File: config.mk
export PLATFORM = sky130hd
export DESIGN_NAME = cache_fill_fsm_flat
export DESIGN_NICKNAME = d
export VERILOG_FILES = /design/src/rtl/cache_fill_if.sv /design/src/rtl/cache_fill_fsm.sv /design/src/flat_wrapper.sv
export SDC_FILE = /design/constraint.sdc
export NUM_CORES = 1
export LEC_CHECK = 0
export ABC_AREA = 1
export CAP_MARGIN = 25
export CORE_UTILIZATION = 35
export DETAILED_ROUTE_END_ITERATION = 16
export PLACE_DENSITY_LB_ADDON = 0.1
export SLEW_MARGIN = 40
export SYNTH_ARGS = -nofsm -noshare
export SYNTH_HDL_FRONTEND = slang
export SYNTH_SLANG_ARGS = --single-unit
File: constraint.sdc
create_clock -name clk -period 3.25 [get_ports clk]
set_clock_uncertainty 0.15 [all_clocks]
set_input_delay 0.65 -clock clk [delete_from_list [all_inputs] [get_ports clk]]
set_output_delay 0.65 -clock clk [all_outputs]
set_load 0.005 [all_outputs]
File: src/rtl/cache_fill_if.sv
// Bus between a cache fill engine and its cache arrays / memory port.
// master = fill engine, slave = cache and memory side.
interface cache_fill_if #(
    parameter int unsigned ADDR_WIDTH  = 16,
    parameter int unsigned OFFSET_BITS = 3
);
    logic                   miss_detected;
    logic [ADDR_WIDTH-1:0]  miss_address;
    logic                   memory_data_valid;
    logic [15:0]            memory_data;
    logic                   fsm_busy;
    logic                   mem_enable;
    logic [ADDR_WIDTH-1:0]  memory_address;
    logic                   write_data_array;
    logic                   write_tag_array;
    logic [OFFSET_BITS-1:0] cache_word_offset;
    logic [15:0]            cache_data_out;
    logic                   fill_done;

    modport master (
        input  miss_detected, miss_address, memory_data_valid, memory_data,
        output fsm_busy, mem_enable, memory_address, write_data_array, write_tag_array,
               cache_word_offset, cache_data_out, fill_done
    );

    modport slave (
        output miss_detected, miss_address, memory_data_valid, memory_data,
        input  fsm_busy, mem_enable, memory_address, write_data_array, write_tag_array,
               cache_word_offset, cache_data_out, fill_done
    );
endinterface

File: src/rtl/cache_fill_fsm.sv
// Cache miss fill engine: issues one read per word of the missing block, then counts
// returning beats into the data array and writes the tag on the final beat.
module cache_fill_fsm #(
    parameter int unsigned ADDR_WIDTH  = 16,
    parameter int unsigned BLOCK_WORDS = 8,
    parameter int unsigned OFFSET_BITS = 3
) (
    input logic            clk,
    input logic            rst,
    cache_fill_if.master   bus
);
    // Byte-address bit where the block number starts (16-bit words).
    localparam int unsigned BlockLsb = OFFSET_BITS + 1;
    localparam logic [OFFSET_BITS:0] LastIdx = (OFFSET_BITS + 1)'(BLOCK_WORDS - 1);

    typedef enum logic [1:0] {StIdle, StIssue, StDrain} state_e;

    state_e                       state_q;
    logic [OFFSET_BITS:0]         issue_cnt_q;
    logic [OFFSET_BITS:0]         ret_cnt_q;
    logic [ADDR_WIDTH-1:BlockLsb] base_q;
    logic                         beat;
    logic                         last_beat;
    logic                         unused_miss_offset;

    assign unused_miss_offset = ^bus.miss_address[BlockLsb-1:0];

    assign beat      = (state_q != StIdle) && bus.memory_data_valid;
    assign last_beat = beat && (ret_cnt_q == LastIdx);

    always_ff @(posedge clk or posedge rst) begin
        if (rst) begin
            state_q     <= StIdle;
            issue_cnt_q <= '0;
            ret_cnt_q   <= '0;
            base_q      <= '0;
        end else begin
            unique case (state_q)
                StIdle: begin
                    if (bus.miss_detected) begin
                        base_q      <= bus.miss_address[ADDR_WIDTH-1:BlockLsb];
                        issue_cnt_q <= '0;
                        ret_cnt_q   <= '0;
                        state_q     <= StIssue;
                    end
                end
                StIssue: begin
                    issue_cnt_q <= issue_cnt_q + 1'b1;
                    if (issue_cnt_q == LastIdx) begin
                        state_q <= StDrain;
                    end
                end
                StDrain: ;
                default: state_q <= StIdle;
            endcase
            if (beat) begin
                ret_cnt_q <= ret_cnt_q + 1'b1;
            end
            // Completion depends only on the beat count, so any memory latency works.
            if (last_beat) begin
                state_q <= StIdle;
            end
        end
    end

    always_comb begin
        bus.fsm_busy          = (state_q != StIdle);
        bus.mem_enable        = (state_q == StIssue);
        bus.memory_address    = '0;
        if (state_q == StIssue) begin
            // Concatenation keeps every request inside the block; no carry.
            bus.memory_address = {base_q, issue_cnt_q[OFFSET_BITS-1:0], 1'b0};
        end
        bus.write_data_array  = beat;
        bus.cache_word_offset = beat ? ret_cnt_q[OFFSET_BITS-1:0] : '0;
        bus.write_tag_array   = last_beat;
        bus.fill_done         = last_beat;
        bus.cache_data_out    = bus.memory_data;
    end
endmodule

File: src/flat_wrapper.sv
// flat-port wrapper written by rule: the top's interface ports become plain ports
module cache_fill_fsm_flat 
#(
    parameter int unsigned ADDR_WIDTH  = 16,
    parameter int unsigned BLOCK_WORDS = 8,
    parameter int unsigned OFFSET_BITS = 3
)
  (clk, rst, bus_miss_detected, bus_miss_address, bus_memory_data_valid, bus_memory_data, bus_fsm_busy, bus_mem_enable, bus_memory_address, bus_write_data_array, bus_write_tag_array, bus_cache_word_offset, bus_cache_data_out, bus_fill_done);
  cache_fill_if #(.ADDR_WIDTH(ADDR_WIDTH), .OFFSET_BITS(OFFSET_BITS)) bus_i ();
  input logic clk;
  input logic rst;
  input wire logic [$bits(bus_i.miss_detected)-1:0] bus_miss_detected;
  input wire logic [$bits(bus_i.miss_address)-1:0] bus_miss_address;
  input wire logic [$bits(bus_i.memory_data_valid)-1:0] bus_memory_data_valid;
  input wire logic [$bits(bus_i.memory_data)-1:0] bus_memory_data;
  output wire logic [$bits(bus_i.fsm_busy)-1:0] bus_fsm_busy;
  output wire logic [$bits(bus_i.mem_enable)-1:0] bus_mem_enable;
  output wire logic [$bits(bus_i.memory_address)-1:0] bus_memory_address;
  output wire logic [$bits(bus_i.write_data_array)-1:0] bus_write_data_array;
  output wire logic [$bits(bus_i.write_tag_array)-1:0] bus_write_tag_array;
  output wire logic [$bits(bus_i.cache_word_offset)-1:0] bus_cache_word_offset;
  output wire logic [$bits(bus_i.cache_data_out)-1:0] bus_cache_data_out;
  output wire logic [$bits(bus_i.fill_done)-1:0] bus_fill_done;
  assign bus_i.miss_detected = bus_miss_detected;
  assign bus_i.miss_address = bus_miss_address;
  assign bus_i.memory_data_valid = bus_memory_data_valid;
  assign bus_i.memory_data = bus_memory_data;
  assign bus_fsm_busy = bus_i.fsm_busy;
  assign bus_mem_enable = bus_i.mem_enable;
  assign bus_memory_address = bus_i.memory_address;
  assign bus_write_data_array = bus_i.write_data_array;
  assign bus_write_tag_array = bus_i.write_tag_array;
  assign bus_cache_word_offset = bus_i.cache_word_offset;
  assign bus_cache_data_out = bus_i.cache_data_out;
  assign bus_fill_done = bus_i.fill_done;
  cache_fill_fsm #(.ADDR_WIDTH(ADDR_WIDTH), .BLOCK_WORDS(BLOCK_WORDS), .OFFSET_BITS(OFFSET_BITS)) u_core (.clk(clk), .rst(rst), .bus(bus_i));
endmodule
==> impl_metrics.prom, run 1 <==
# TYPE chip_impl_metric gauge
chip_impl_info{name="run_status",value="complete, no violations"} 1
chip_impl_info{name="tritoncts",value="built"} 1
chip_impl_metric{name="place_ws",unit="ps"} 372.4
chip_impl_metric{name="layout_worst_path_cycle_share",unit="%"} 88.09
chip_impl_metric{name="critical_path.max_stage_delay",unit="ps"} 490
chip_impl_metric{name="syn_to_final_growth",unit="%"} 23.69
chip_impl_info{name="crit_path_slowest_cell",value="sky130_fd_sc_hd__clkdlybuf4s50_1"} 1
chip_impl_metric{name="die_width",unit="um"} 61.67
chip_impl_metric{name="routedWlPerCell",unit="um"} 10.36
chip_impl_metric{name="synth_compound_area_share",unit="%"} 8.534
chip_impl_metric{name="yosys.area_share.adder",unit="%"} 2.008
chip_impl_metric{name="drive_gt1_share",unit="%"} 7.303
chip_impl_metric{name="slew_violations",unit=""} 0
chip_impl_metric{name="grt.total_usage",unit="%"} 12.87
chip_impl_metric{name="synth_simple_gate_area_share",unit="%"} 23.09
chip_impl_info{name="layout.cells.most_common",value="sky130_fd_sc_hd__clkdlybuf4s50_1"} 1
chip_impl_metric{name="total_power_divided_by_cell_area",unit="mW/mm^2"} 845.9
chip_impl_metric{name="worst-endpoint-required",unit="ps"} 2450
chip_impl_metric{name="final-setup-viol-count",unit=""} 0
chip_impl_metric{name="path_clk_slew",unit="ps"} 110
chip_impl_metric{name="cts.hold.buffers_added",unit=""} 0
chip_impl_metric{name="worst-path-stages",unit=""} 6
chip_impl_info{name="cp_top_family",value="buffers and inverters"} 1
chip_impl_info{name="startpoint",value="bus_memory_data_valid"} 1
chip_impl_metric{name="cts_resized",unit=""} 0
chip_impl_metric{name="detailed_place_hpwl",unit="um"} 1788
chip_impl_metric{name="post-route-worst-setup-slack",unit="ps"} 387.2
chip_impl_metric{name="effective_utilization_at_floorplan",unit="%"} 37.05
chip_impl_metric{name="placed_cell_area",unit="mm^2"} 0.001519
chip_impl_metric{name="synth_sequential_area_ratio",unit="%"} 44.18
chip_impl_metric{name="worst-path-buf-inv",unit=""} 4
chip_impl_metric{name="clk-insertion-delay-late",unit="ps"} 290
chip_impl_metric{name="cts_inserted_buffers",unit=""} 3
chip_impl_metric{name="worst_hold_margin",unit="ps"} 379.6
chip_impl_metric{name="final_area",unit="mm^2"} 0.001541
chip_impl_metric{name="overflow_left_after_global_routing",unit=""} 0
chip_impl_info{name="cp_cell_sequence",value="clkdlybuf4s50_1 -> inv_1 -> nor2_4 -> nand2_1 -> inv_1 -> clkdlybuf4s50_1"} 1
chip_impl_metric{name="drc",unit=""} 0
chip_impl_metric{name="post-cts-setup-buffers",unit=""} 0
chip_impl_metric{name="synth.mux.area_fraction",unit="%"} 0
chip_impl_metric{name="drt-total-wl",unit="um"} 2320
chip_impl_metric{name="synthXorXnorAreaFrac",unit="%"} 0
chip_impl_metric{name="drt_pass1_iterations",unit=""} 5
chip_impl_metric{name="die_area",unit="mm^2"} 0.003803
chip_impl_metric{name="netlist_area_pre_place",unit="mm^2"} 0.001246
chip_impl_metric{name="gp_congestion",unit=""} 0.7121
chip_impl_metric{name="clock_sink_count",unit=""} 22
chip_impl_info{name="final_cell_mix",value="sky130_fd_sc_hd__clkdlybuf4s50_1, sky130_fd_sc_hd__nand2_1, sky130_fd_sc_hd__inv_1"} 1
chip_impl_metric{name="worst_r2r_path_cells",unit=""} 5
chip_impl_metric{name="top_level_ports",unit=""} 76
chip_impl_metric{name="synth.distinct_cells",unit=""} 21
chip_impl_info{name="worst_setup_path_class",value="in2out"} 1
chip_impl_metric{name="remaining_antenna_violation_count",unit=""} 0
chip_impl_metric{name="power.ir.vdd_worst",unit="mV"} 0.3574
chip_impl_info{name="rsz0062_at_grt",value="false"} 1
chip_impl_metric{name="timing.reg2reg.setup_slack",unit="ps"} 1820
chip_impl_metric{name="synth_area_per_cell",unit="um^2"} 7.887
chip_impl_metric{name="crit_arrival",unit="ps"} 2060
chip_impl_metric{name="yosys_warnings",unit=""} 0
chip_impl_metric{name="portBuffers",unit=""} 38
chip_impl_metric{name="cts-root-to-sink-buffers",unit=""} 2
chip_impl_info{name="end_kind",value="primary output"} 1
chip_impl_info{name="start_kind",value="input port"} 1
chip_impl_info{name="clock_tree.root_cell",value="sky130_fd_sc_hd__clkbuf_4"} 1
chip_impl_metric{name="grt_first_pass_wirelength",unit="um"} 3670
chip_impl_metric{name="p_leak",unit="nW"} 0.7296
chip_impl_metric{name="totalPowerFinal",unit="mW"} 1.304
chip_impl_metric{name="first_global_vias",unit=""} 872
chip_impl_metric{name="num_rows",unit=""} 21
chip_impl_metric{name="finalNetCount",unit=""} 218
chip_impl_metric{name="initial_antenna_violation_count",unit=""} 0
chip_impl_metric{name="core",unit="mm^2"} 0.003363
chip_impl_metric{name="mappedNetlistNets",unit=""} 196
chip_impl_info{name="critical_path.reg2reg.endpoint",value="u_core.issue_cnt_q[3]$_DFFE_PP0P_"} 1
chip_impl_metric{name="syn-instance-count",unit=""} 158
chip_impl_metric{name="route.detailed.vias_per_inst",unit=""} 4.438
chip_impl_metric{name="diodes",unit=""} 0
chip_impl_info{name="synth_top_family_by_area",value="simple AND/OR/NAND/NOR gates"} 1
chip_impl_metric{name="vias",unit=""} 994
chip_impl_metric{name="finalCriticalPeriod",unit="ps"} 2863
chip_impl_metric{name="drv_cap",unit=""} 0
chip_impl_metric{name="final-hold-violation-count",unit=""} 0
chip_impl_metric{name="grt_max_degree",unit=""} 25
chip_impl_metric{name="achievable_frequency",unit="MHz"} 349.3
chip_impl_metric{name="setup_tns",unit="ps"} 0
chip_impl_info{name="critPathCapture",value="bus_fill_done"} 1
chip_impl_metric{name="cts_max_level",unit=""} 1
chip_impl_metric{name="dr.first_iter.drc_count",unit=""} 55
chip_impl_metric{name="die_height",unit="um"} 61.67
chip_impl_info{name="worstReg2RegStart",value="u_core.state_q[1]$_DFFE_PP0P_"} 1
chip_impl_metric{name="cp_max_fo",unit=""} 7
chip_impl_metric{name="ys_seq_elements",unit=""} 22
chip_impl_info{name="holdCritPathClass",value="reg2reg"} 1
==> registers in the layout, summed over array words and instances (netlist names) <==
name and count:
u_core.issue_cnt_q 4, u_core.base_q 12, u_core.ret_cnt_q 4, u_core.state_q 2
==> logic make-up (layout without fill, tap and decap cells) <==
group,after synthesis,after routing
DFF,22,22
other,1,1
adders and majority gates,2,2
and+or+nand+nor,63,63
buffers and inverters,49,69
AOI/OAI and AO/OA,21,21
==> power by group <==
part	leakage [nW]	internal (mW)	switching, mW
sequential	0.273	0.398	0.0779
clock	0.0138	0.0431	0.0746
combinational	0.443	0.367	0.343
total	0.730	0.809	0.495
==> worst min path at each step <==
stage	start	endpoint	slack, ps	cells past startpoint
2_1_floorplan	u_core.base_q[15]$_DFFE_PP0P_	u_core.base_q[15]$_DFFE_PP0P_	340	2
3_3_place_gp	u_core.base_q[9]$_DFFE_PP0P_	u_core.base_q[9]$_DFFE_PP0P_	350	2
3_5_place_dp	u_core.base_q[9]$_DFFE_PP0P_	u_core.base_q[9]$_DFFE_PP0P_	360	2
4_1_cts	u_core.base_q[15]$_DFFE_PP0P_	u_core.base_q[15]$_DFFE_PP0P_	390	2
5_1_grt	u_core.base_q[14]$_DFFE_PP0P_	u_core.base_q[14]$_DFFE_PP0P_	430	2
6_report	u_core.base_q[15]$_DFFE_PP0P_	u_core.base_q[15]$_DFFE_PP0P_	380	2
==> worst min-delay path: stages, from the launching register on <==
cell and delay [ps]:
sky130_fd_sc_hd__dfrtp_1 340, sky130_fd_sc_hd__inv_1 50, sky130_fd_sc_hd__o21ai_1 110
==> cells in the mapped netlist (all sizes together) <==
cell / n / area share [%]
buf: 21 / 13
o22ai: 1 / 0.50
a21oi: 3 / 1.2
nor2: 24 / 9.0
conb: 1 / 0.30
nand4: 2 / 1.0
nand3: 6 / 2.4
nor3b: 1 / 0.60
ha: 2 / 2.0
nand2: 29 / 9.5
o21ai: 17 / 6.8
dfrtp: 22 / 44
inv: 28 / 8.6
or2: 1 / 0.50
==> final cells by class <==
type                            count  area [um^2]
Fill cell                         365         1822
Inverter                           28        107.6
Timing Repair Buffer               38        380.4
Tap cell                           46        57.56
Sequential cell                    22        550.5
Clock buffer                        3        22.52
Multi-Input combinational cell     87        422.9
==> per-stage QoR <==
step | utilization [%] | cells
after global routing | 45.83 | 224
after detailed placement | 45.16 | 221
final | 45.83 | 224
after CTS | 45.83 | 224
after floorplan | - | 158
after global placement | 45.16 | 221
==> routing by layer <==
metal | global-route usage [%] | up-vias | share of wire [%] | routed length [um]
met2 | 20.74 | 33 | 47 | 1093
met5 | 0 | - | 0 | 0
met4 | 4.127 | 0 | 2.3 | 53
met3 | 2.941 | 16 | 6.2 | 144
li1 | - | 503 | - | -
met1 | 17.12 | 442 | 44 | 1029
(Power assumes the default switching activity.)
==> run 2: changes to the inputs <==
HOLD_SLACK_MARGIN = 0.05   (was not set)
==> results of run 2 <==
The final DEF is identical to that of run 1; final timing and power are the same.
